<file path="src/rtl/vga_timing_gen.sv">
// 640x480@60 VGA raster timing: pixel strobe, free-running raster coordinates,
// and a one-pixel-latency output register stage that keeps rgb, syncs and blank aligned.
module vga_timing_gen #(
  parameter int CLK_DIV  = 4,
  parameter int H_ACTIVE = 640,
  parameter int H_FP     = 16,
  parameter int H_SYNC   = 96,
  parameter int H_BP     = 48,
  parameter int V_ACTIVE = 480,
  parameter int V_FP     = 10,
  parameter int V_SYNC   = 2,
  parameter int V_BP     = 33,
  parameter int SYNC_POL = 0
) (
  input  logic        clk,
  input  logic        rst,
  input  logic [23:0] color,
  output logic        VGA_Ready,
  output logic [15:0] pixel_x,
  output logic [15:0] pixel_y,
  output logic        frame_start,
  output logic [7:0]  vga_r,
  output logic [7:0]  vga_g,
  output logic [7:0]  vga_b,
  output logic        vga_hsync,
  output logic        vga_vsync,
  output logic        vga_blank
);

  localparam int H_TOTAL = H_ACTIVE + H_FP + H_SYNC + H_BP;
  localparam int V_TOTAL = V_ACTIVE + V_FP + V_SYNC + V_BP;
  localparam int DIV_W   = (CLK_DIV > 1) ? $clog2(CLK_DIV) : 1;

  localparam logic [DIV_W-1:0] DIV_LAST = DIV_W'(CLK_DIV - 1);
  localparam logic [15:0] H_LAST   = 16'(H_TOTAL - 1);
  localparam logic [15:0] V_LAST   = 16'(V_TOTAL - 1);
  localparam logic [15:0] H_ACT    = 16'(H_ACTIVE);
  localparam logic [15:0] V_ACT    = 16'(V_ACTIVE);
  localparam logic [15:0] HS_FIRST = 16'(H_ACTIVE + H_FP);
  localparam logic [15:0] HS_LAST  = 16'(H_ACTIVE + H_FP + H_SYNC - 1);
  localparam logic [15:0] VS_FIRST = 16'(V_ACTIVE + V_FP);
  localparam logic [15:0] VS_LAST  = 16'(V_ACTIVE + V_FP + V_SYNC - 1);
  localparam logic        SYNC_ON  = (SYNC_POL != 0);

  typedef struct packed {
    logic [23:0] rgb;
    logic        blank;
    logic        hsync;
    logic        vsync;
  } pins_t;

  localparam pins_t PINS_RST = '{rgb: 24'h0, blank: 1'b1, hsync: ~SYNC_ON, vsync: ~SYNC_ON};

  logic [DIV_W-1:0] div_cnt;
  logic             line_end;
  logic             last_line;
  logic             active;
  logic             hs_on;
  logic             vs_on;
  pins_t            pins_d;
  pins_t            pins_q;

  // Strobe is a pure decode of the divider register; with CLK_DIV = 1 it is always high.
  always_ff @(posedge clk) begin
    if (rst)                     div_cnt <= '0;
    else if (div_cnt == DIV_LAST) div_cnt <= '0;
    else                         div_cnt <= div_cnt + 1'b1;
  end

  assign VGA_Ready = (div_cnt == DIV_LAST);
  assign line_end  = (pixel_x == H_LAST);
  assign last_line = (pixel_y == V_LAST);

  always_ff @(posedge clk) begin
    if (rst) begin
      pixel_x <= '0;
      pixel_y <= '0;
    end else if (VGA_Ready) begin
      if (line_end) begin
        pixel_x <= '0;
        pixel_y <= last_line ? 16'd0 : pixel_y + 16'd1;
      end else begin
        pixel_x <= pixel_x + 16'd1;
      end
    end
  end

  assign frame_start = VGA_Ready && line_end && last_line;

  assign active = (pixel_x < H_ACT) && (pixel_y < V_ACT);
  assign hs_on  = (pixel_x >= HS_FIRST) && (pixel_x <= HS_LAST);
  assign vs_on  = (pixel_y >= VS_FIRST) && (pixel_y <= VS_LAST);

  always_comb begin
    pins_d       = PINS_RST;
    pins_d.rgb   = active ? color : 24'h0;
    pins_d.blank = ~active;
    pins_d.hsync = hs_on ? SYNC_ON : ~SYNC_ON;
    pins_d.vsync = vs_on ? SYNC_ON : ~SYNC_ON;
  end

  // Sampling on the strobe gives every pin the same one-pixel latency.
  always_ff @(posedge clk) begin
    if (rst)            pins_q <= PINS_RST;
    else if (VGA_Ready) pins_q <= pins_d;
  end

  assign {vga_r, vga_g, vga_b} = pins_q.rgb;
  assign vga_blank = pins_q.blank;
  assign vga_hsync = pins_q.hsync;
  assign vga_vsync = pins_q.vsync;

endmodule

</file>
<file path="config.mk">
export PLATFORM = sky130hd
export DESIGN_NAME = vga_timing_gen
export DESIGN_NICKNAME = d
export VERILOG_FILES = /design/src/rtl/vga_timing_gen.sv
export SDC_FILE = /design/constraint.sdc
export NUM_CORES = 1
export LEC_CHECK = 0
export CAP_MARGIN = 20
export CORE_ASPECT_RATIO = 1.25
export CORE_UTILIZATION = 43
export DETAILED_ROUTE_END_ITERATION = 12
export PLACE_DENSITY = 0.76
export SLEW_MARGIN = 20
export SYNTH_ARGS = -nofsm -noshare
export SYNTH_HDL_FRONTEND = slang
export SYNTH_SLANG_ARGS = --single-unit
export TNS_END_PERCENT = 30
</file>
<file path="constraint.sdc">
create_clock -name clk -period 3.2 [get_ports clk]
set_clock_uncertainty 0.2 [all_clocks]
set_input_delay 0.64 -clock clk [delete_from_list [all_inputs] [get_ports clk]]
set_output_delay 0.64 -clock clk [all_outputs]
set_load 0.005 [all_outputs]
</file>
==> results.json <==
{
  "holdCritStartpoint": "div_cnt[0]",
  "synth.avg_cell_area_um2": 9.31,
  "first_pass_iters": 5,
  "io_buffer_count": 86,
  "route.detailed.drc": 0,
  "ys_warn_count": 0,
  "path_cells": "ha_1, and4_1, nand4_1, nor2_1, clkdlybuf4s50_1",
  "slew_violations": 0,
  "ctsResizeCount": 0,
  "clockBufferDepth": 2,
  "start_util_pct": 44.8,
  "track_usage_pct": 20.3,
  "path_clk_slew_ns": 0.07,
  "ys_async_sr_fraction_pct": 0,
  "cp.required_ns": 2.36,
  "hold_depth": 1,
  "critPathLaunchType": "flop",
  "yosysSeqAreaShare_pct": 46.5,
  "worstPathArrival_ns": 2.17,
  "dieHeight_um": 89.4,
  "hold_end": "div_cnt[0]",
  "design.die.area_um2": 6430,
  "multi_input_area_um2": 1320,
  "cp_slowest_cell": "clkdlybuf4s50_1",
  "synth_edf_count": 0,
  "post_cts_buffers": 0,
  "wl_per_cell_um": 14.4,
  "synth.distinct_cells": 37,
  "maxCapViolCount": 0,
  "ir_drop_mv": 0.290,
  "hold_violations": 0,
  "num_antenna_cells": 0,
  "hp-class": "reg2reg",
  "gp_congestion": 0.809,
  "synth-main-ff-cell": "dfxtp_1",
  "cp_slowest_stage_delay_ns": 0.53,
  "rows": 31,
  "register_area_um2": 1220,
  "setup_viol": 0,
  "synth_top_area_cell": "dfxtp_1",
  "hpwl_mm": 4.62,
  "dr_total_vias": 2487,
  "core_area_um2": 5860,
  "num_io_pins": 87,
  "syn_area_um2": 2630,
  "clockRootBuffer": "clkbuf_8",
  "clock_latency_ns": 0.33,
  "tritoncts": "built",
  "worstSetupPathType": "reg2out",
  "antenna_found_initial": 0,
  "vias_per_cell": 5.42,
  "power.density_nw_per_um2": 409,
  "timing.rr.start": "pixel_x[0]",
  "nets": 404,
  "dpl.cell_count": 444,
  "reg2regPathDepth": 6,
  "max_slew_margin_pct": 68.4,
  "setup-tns-final_ns": 0,
  "ant_nets": 0,
  "fp.dieW_um": 71.9,
  "dr.first_iter.drc_count": 129,
  "rrSetupSlack_ns": 0.71,
  "cts_sinks": 61,
  "leakage_nw": 1.31,
  "fillCellCount": 513,
  "outcome": "completed",
  "ys_ff_latch": 61,
  "path_max_fanout": 6,
  "synthTopCellsByCount": "61 x dfxtp_1, 24 x a22o_1, 24 x nor2_1",
  "grt_pass1_vias": 2217,
  "post-route-min-period_ns": 3.01,
  "htree_levels": 3,
  "r2r-end": "pixel_y[3]",
  "syn_nets": 313,
  "period_share_pct": 94.1,
  "rsz0062_at_grt": "no",
  "crit_path_end_kind": "output pin",
  "layout-drive-gt1-share_pct": 7.96,
  "final-instance-count-excl-fill": 459,
  "grt_remaining_overflow": 0,
  "synth_most_common_cell": "dfxtp_1",
  "cts_made_buffers": 9,
  "wl_mm": 6.61,
  "synth.top_cells.by_area": "dfxtp_1 46%, a22o_1 8.0%, a21oi_1 3.4%",
  "fmax_ghz": 0.332,
  "cts_hold_buffers": 0,
  "grt_pass1_wl_mm": 10.2,
  "area_growth_pct": 44.0,
  "grt_max_degree": 26,
  "worst_pin_slew_ns": 0.473,
  "yosysTopAreaCellShare_pct": 46.5,
  "crit_start": "pixel_x[0]",
  "syn_inst": 282
}
[worst max path at each step]
stage,endpoint,slack [ns]
after floorplan,vga_g[0],1.10
after global placement,frame_start,0.57
after detailed placement,frame_start,0.57
after CTS,frame_start,0.19
after global routing,frame_start,0.06
final,frame_start,0.19
[cell type report]
type                       instances  area share (%)
multi-input combinational        198            34.9
sequential                        61            32.3
timing repair buffer              95            24.5
clock buffer                      10            3.37
tap                               82            2.71
clock inverter                     5            1.39
inverter                           8           0.794
[kinds of logic (layout without fill, tap and decap cells)]
logic type	Yosys count	after routing	synth area share, %
flip-flops	61	61	46.5
AO/OA/AOI/OAI	62	62	16.5
adder cells (fa/ha/maj)	5	5	2.38
buffers and inverters	23	118	3.57
AND/OR/NAND/NOR	117	117	26.4
XOR/XNOR	14	14	4.67
[per-stage QoR]
stage / cell area [um^2] / hold slack (ns) / util (%) / power (mW) / worst slack, ns
after floorplan: 2630 / 0.198 / - / 0.846 / 1.10
after global placement: 3600 / 0.209 / 61.5 / 0.921 / 0.570
after detailed placement: 3600 / 0.219 / 61.5 / 0.923 / 0.566
after CTS: 3780 / 0.229 / 64.6 / 1.56 / 0.187
after global routing: 3780 / 0.247 / 64.6 / 1.60 / 0.0643
final: 3780 / 0.226 / 64.6 / 1.55 / 0.190
[worst max-delay path: cells and delay by family (launching register included)]
family | cells | cell delay, ns
and+or+nand+nor | 3 | 0.64
buffers and inverters | 1 | 0.53
DFF | 1 | 0.42
adders and majority gates | 1 | 0.25
[sequential cells by signal, indices dropped and copies added (netlist names), 2 cells and up]
signal	flops
pixel_x	16
vga_b	8
pixel_y	16
vga_g	8
vga_r	8
div_cnt	2
[metal layers]
layer | GRT usage, % | vias up | routed length [um]
li1 | - | 1227 | -
met1 | 25.0 | 1187 | 2910
met5 | 0 | - | 0
met4 | 7.84 | 0 | 73
met3 | 4.96 | 7 | 300
met2 | 34.2 | 66 | 3320
[layout by cell type, fill, tap and decap left out, types with 3 or more instances in the layout]
cell type and count:
clkbuf_8 9, inv_1 8, and4_1 3, o31ai_1 8, buf_4 9, clkinv_2 3
or3_1 9, and3_1 5, nand3_1 16, nor4_1 6, nand4_1 9, nand2b_1 3
nand2_1 16, clkdlybuf4s50_1 86, xor2_1 4, o21ai_0 8, a21oi_1 18, a22o_1 24
ha_1 5, or4_1 8, nor2_1 24, xnor2_1 10, dfxtp_1 61, nor3_1 4
[power by group]
| part | switching [mW] | leakage [nW] | total (mW) | internal (mW) |
|---|---|---|---|---|
| Combinational | 0.0422 | 0.724 | 0.115 | 0.0727 |
| Clock | 0.290 | 0.0919 | 0.641 | 0.351 |
| Sequential | 0.0123 | 0.493 | 0.790 | 0.778 |
| Total | 0.344 | 1.31 | 1.55 | 1.20 |
No activity file was read; power rests on OpenSTA's default activity.
==> edit: new RTL, config.mk and constraints unchanged <==
Make the reset (`rst`) asynchronous in 3 clocked blocks.
--- a/src/rtl/vga_timing_gen.sv
+++ b/src/rtl/vga_timing_gen.sv
@@ -61,7 +61,7 @@
   pins_t            pins_q;
 
   // Strobe is a pure decode of the divider register; with CLK_DIV = 1 it is always high.
-  always_ff @(posedge clk) begin
+  always_ff @(posedge clk or posedge rst) begin
     if (rst)                     div_cnt <= '0;
     else if (div_cnt == DIV_LAST) div_cnt <= '0;
     else                         div_cnt <= div_cnt + 1'b1;
@@ -71,7 +71,7 @@
   assign line_end  = (pixel_x == H_LAST);
   assign last_line = (pixel_y == V_LAST);
 
-  always_ff @(posedge clk) begin
+  always_ff @(posedge clk or posedge rst) begin
     if (rst) begin
       pixel_x <= '0;
       pixel_y <= '0;
@@ -100,7 +100,7 @@
   end
 
   // Sampling on the strobe gives every pin the same one-pixel latency.
-  always_ff @(posedge clk) begin
+  always_ff @(posedge clk or posedge rst) begin
     if (rst)            pins_q <= PINS_RST;
     else if (VGA_Ready) pins_q <= pins_d;
   end
Function: differs if rst is asserted again (counterexample within 4 cycles, from zero or initial values and one cycle with rst high); with rst held inactive, the same outputs for 10 cycles.
==> edit against the original RTL <==
Clock power up 20%. Area after synthesis increased by 6.1%. Total power rose by 7.5%. Hold slack better by 0.0027 ns. Worst setup slack worse by 0.038 ns. Utilization is 1.1 points lower. Largest cell class is now registers. Die area increased by 5.9%. Routed wire length increased by 0.98%. Sequential cell count stayed put. Final area up 4.2%. Synthesized cell count down 13%.
==> edit: results (changes against the original RTL) <==
\begin{tabular}{lr}
\hline
Metric & Value \\
\hline
\multicolumn{2}{l}{\textbf{Status}} \\
\quad Status & complete, no violations (unchanged) \\
\multicolumn{2}{l}{\textbf{Drt}} \\
\quad Routed wire length per instance & 15.74 µm (was 14.39 µm) \\
\quad Sum of met3 wire segment lengths after detailed routing & 490 µm (was 300 µm) \\
\quad DRT Wirelength & 6672 µm (was 6607 µm) \\
\quad Met1 Routed Length & 2889 µm (was 2909 µm) \\
\quad Length of routed met2 wiring & 3250 µm (was 3324 µm) \\
\quad Starting DRT DRC Count & 104 (was 129) \\
\quad Drt via density & 5.380 (was 5.418) \\
\multicolumn{2}{l}{\textbf{Synthesis}} \\
\quad Average size of a mapped cell & 11.42 µm² (was 9.313 µm²) \\
\quad Commonest cells in the synthesized netlist & sky130\_fd\_sc\_hd\_\_dfrtp\_1, sky130\_fd\_sc\_hd\_\_a22o\_1, sky130\_fd\_sc\_hd\_\_xnor2\_1 (was sky130\_fd\_sc\_hd\_\_dfxtp\_1, sky130\_fd\_sc\_hd\_\_a22o\_1, sky130\_fd\_sc\_hd\_\_nor2\_1) \\
\quad Sequential cell area fraction in the yosys report & 54.92\% (was 46.50\%) \\
\quad Number of distinct standard cells referenced by the synthesized netlist & 42 (was 37) \\
\quad Ys async rst share & 100.0\% (was 0\%) \\
\multicolumn{2}{l}{\textbf{Place}} \\
\quad Total instance count after detailed placement & 408 (was 444) \\
\quad HPWL after detailed placement & 4671 µm (was 4619 µm) \\
\quad Final weighted congestion in routability-driven placement & 0.8694 (was 0.8085) \\
\multicolumn{2}{l}{\textbf{Global route}} \\
\quad Met1 Track Usage GR & 25.22\% (was 25.02\%) \\
\quad Vias in the first global route & 2225 (was 2217) \\
\quad First-pass GRT wire length & 10610 µm (was 10160 µm) \\
\quad Pin count of the biggest net entering global routing & 29 (was 26) \\
\quad GR Layer Usage met2 & 33.18\% (was 34.22\%) \\
\quad GRT Resource Usage Total & 20.71\% (was 20.26\%) \\
\multicolumn{2}{l}{\textbf{Layout}} \\
\quad Number of nets in the final layout & 365 (was 404) \\
\quad Filler cells & 518 (was 513) \\
\quad Share of cells above drive strength 1 & 9.735\% (was 7.958\%) \\
\multicolumn{2}{l}{\textbf{Critical path}} \\
\quad R2r setup slk & 0.93 ns (was 0.71 ns) \\
\quad First element of the critical path & pixel\_x[12] (was pixel\_x[0]) \\
\quad Arrival time of the worst setup path & 2.21 ns (was 2.17 ns) \\
\quad Depth of the worst register-to-register path & 5 (was 6) \\
\quad Startpoint of the most critical register-to-register path & pixel\_x[1] (was pixel\_x[0]) \\
\multicolumn{2}{l}{\textbf{Timing}} \\
\quad Tightest hold margin & 0.2285 ns (was 0.2257 ns) \\
\quad Max\_slew headroom & 52.97\% (was 68.36\%) \\
\multicolumn{2}{l}{\textbf{Hold path}} \\
\quad HP Start & div\_cnt[0] (unchanged) \\
\multicolumn{2}{l}{\textbf{Power}} \\
\quad Leakage power & 0.001619 µW (was 0.001308 µW) \\
\hline
\end{tabular}
[edit: cell types whose count changed in the layout (fill, tap and decap cells not counted), sizes merged, moves of 6 or more]
cell	unedited run	this run
a21oi	18	2
or3	9	0
dfrtp	0	58
dfxtp	61	0
nor2	24	16
or4	8	1
nor3	4	10
xnor2	10	19
[edit: area by class of cell]
type	instances	area share, %
Clock buffer	9	3.144
Clock inverter	7	2.509
Inverter	8	0.7621
Multi-Input combinational cell	163	29.25
Sequential cell	61	38.84
Tap cell	85	2.699
Timing Repair Buffer	91	22.80
[edit: kinds of logic after synthesis]
logic type / Yosys count / synth area share (%)
adder cells (fa/ha/maj): 5 / 2.245
XOR/XNOR: 23 / 7.229
flip-flops: 61 / 54.92
multiplexers: 1 / 0.3592
AND/OR/NAND/NOR: 91 / 19.71
buffers and inverters: 20 / 3.727
AO/OA/AOI/OAI: 43 / 11.81
[edit: worst max-delay path, stage by stage (launching register included)]
cell	delay, ns
sky130_fd_sc_hd__dfrtp_1	0.44
sky130_fd_sc_hd__nor4_4	0.39
sky130_fd_sc_hd__nand4_1	0.23
sky130_fd_sc_hd__nor3_1	0.26
sky130_fd_sc_hd__clkdlybuf4s50_1	0.54
[edit: power by group]
part | internal [µW] | total, µW | leakage, µW | switching (µW)
Sequential | 786 | 794 | 0.000772 | 7.86
Clock | 442 | 770 | 0.000110 | 328
Combinational | 66.3 | 97.9 | 0.000737 | 31.6
Total | 1290 | 1660 | 0.00162 | 368
[edit: through the flow]
step | setup WS, ns | util (%) | area (µm²)
global placement | 0.5186 | 59.90 | 3717
finish | 0.1517 | 63.49 | 3940
global route | 0.03329 | 63.49 | 3940
CTS | 0.1251 | 63.49 | 3940
floorplan | 0.8519 | - | 2786
detailed placement | 0.5212 | 59.90 | 3717
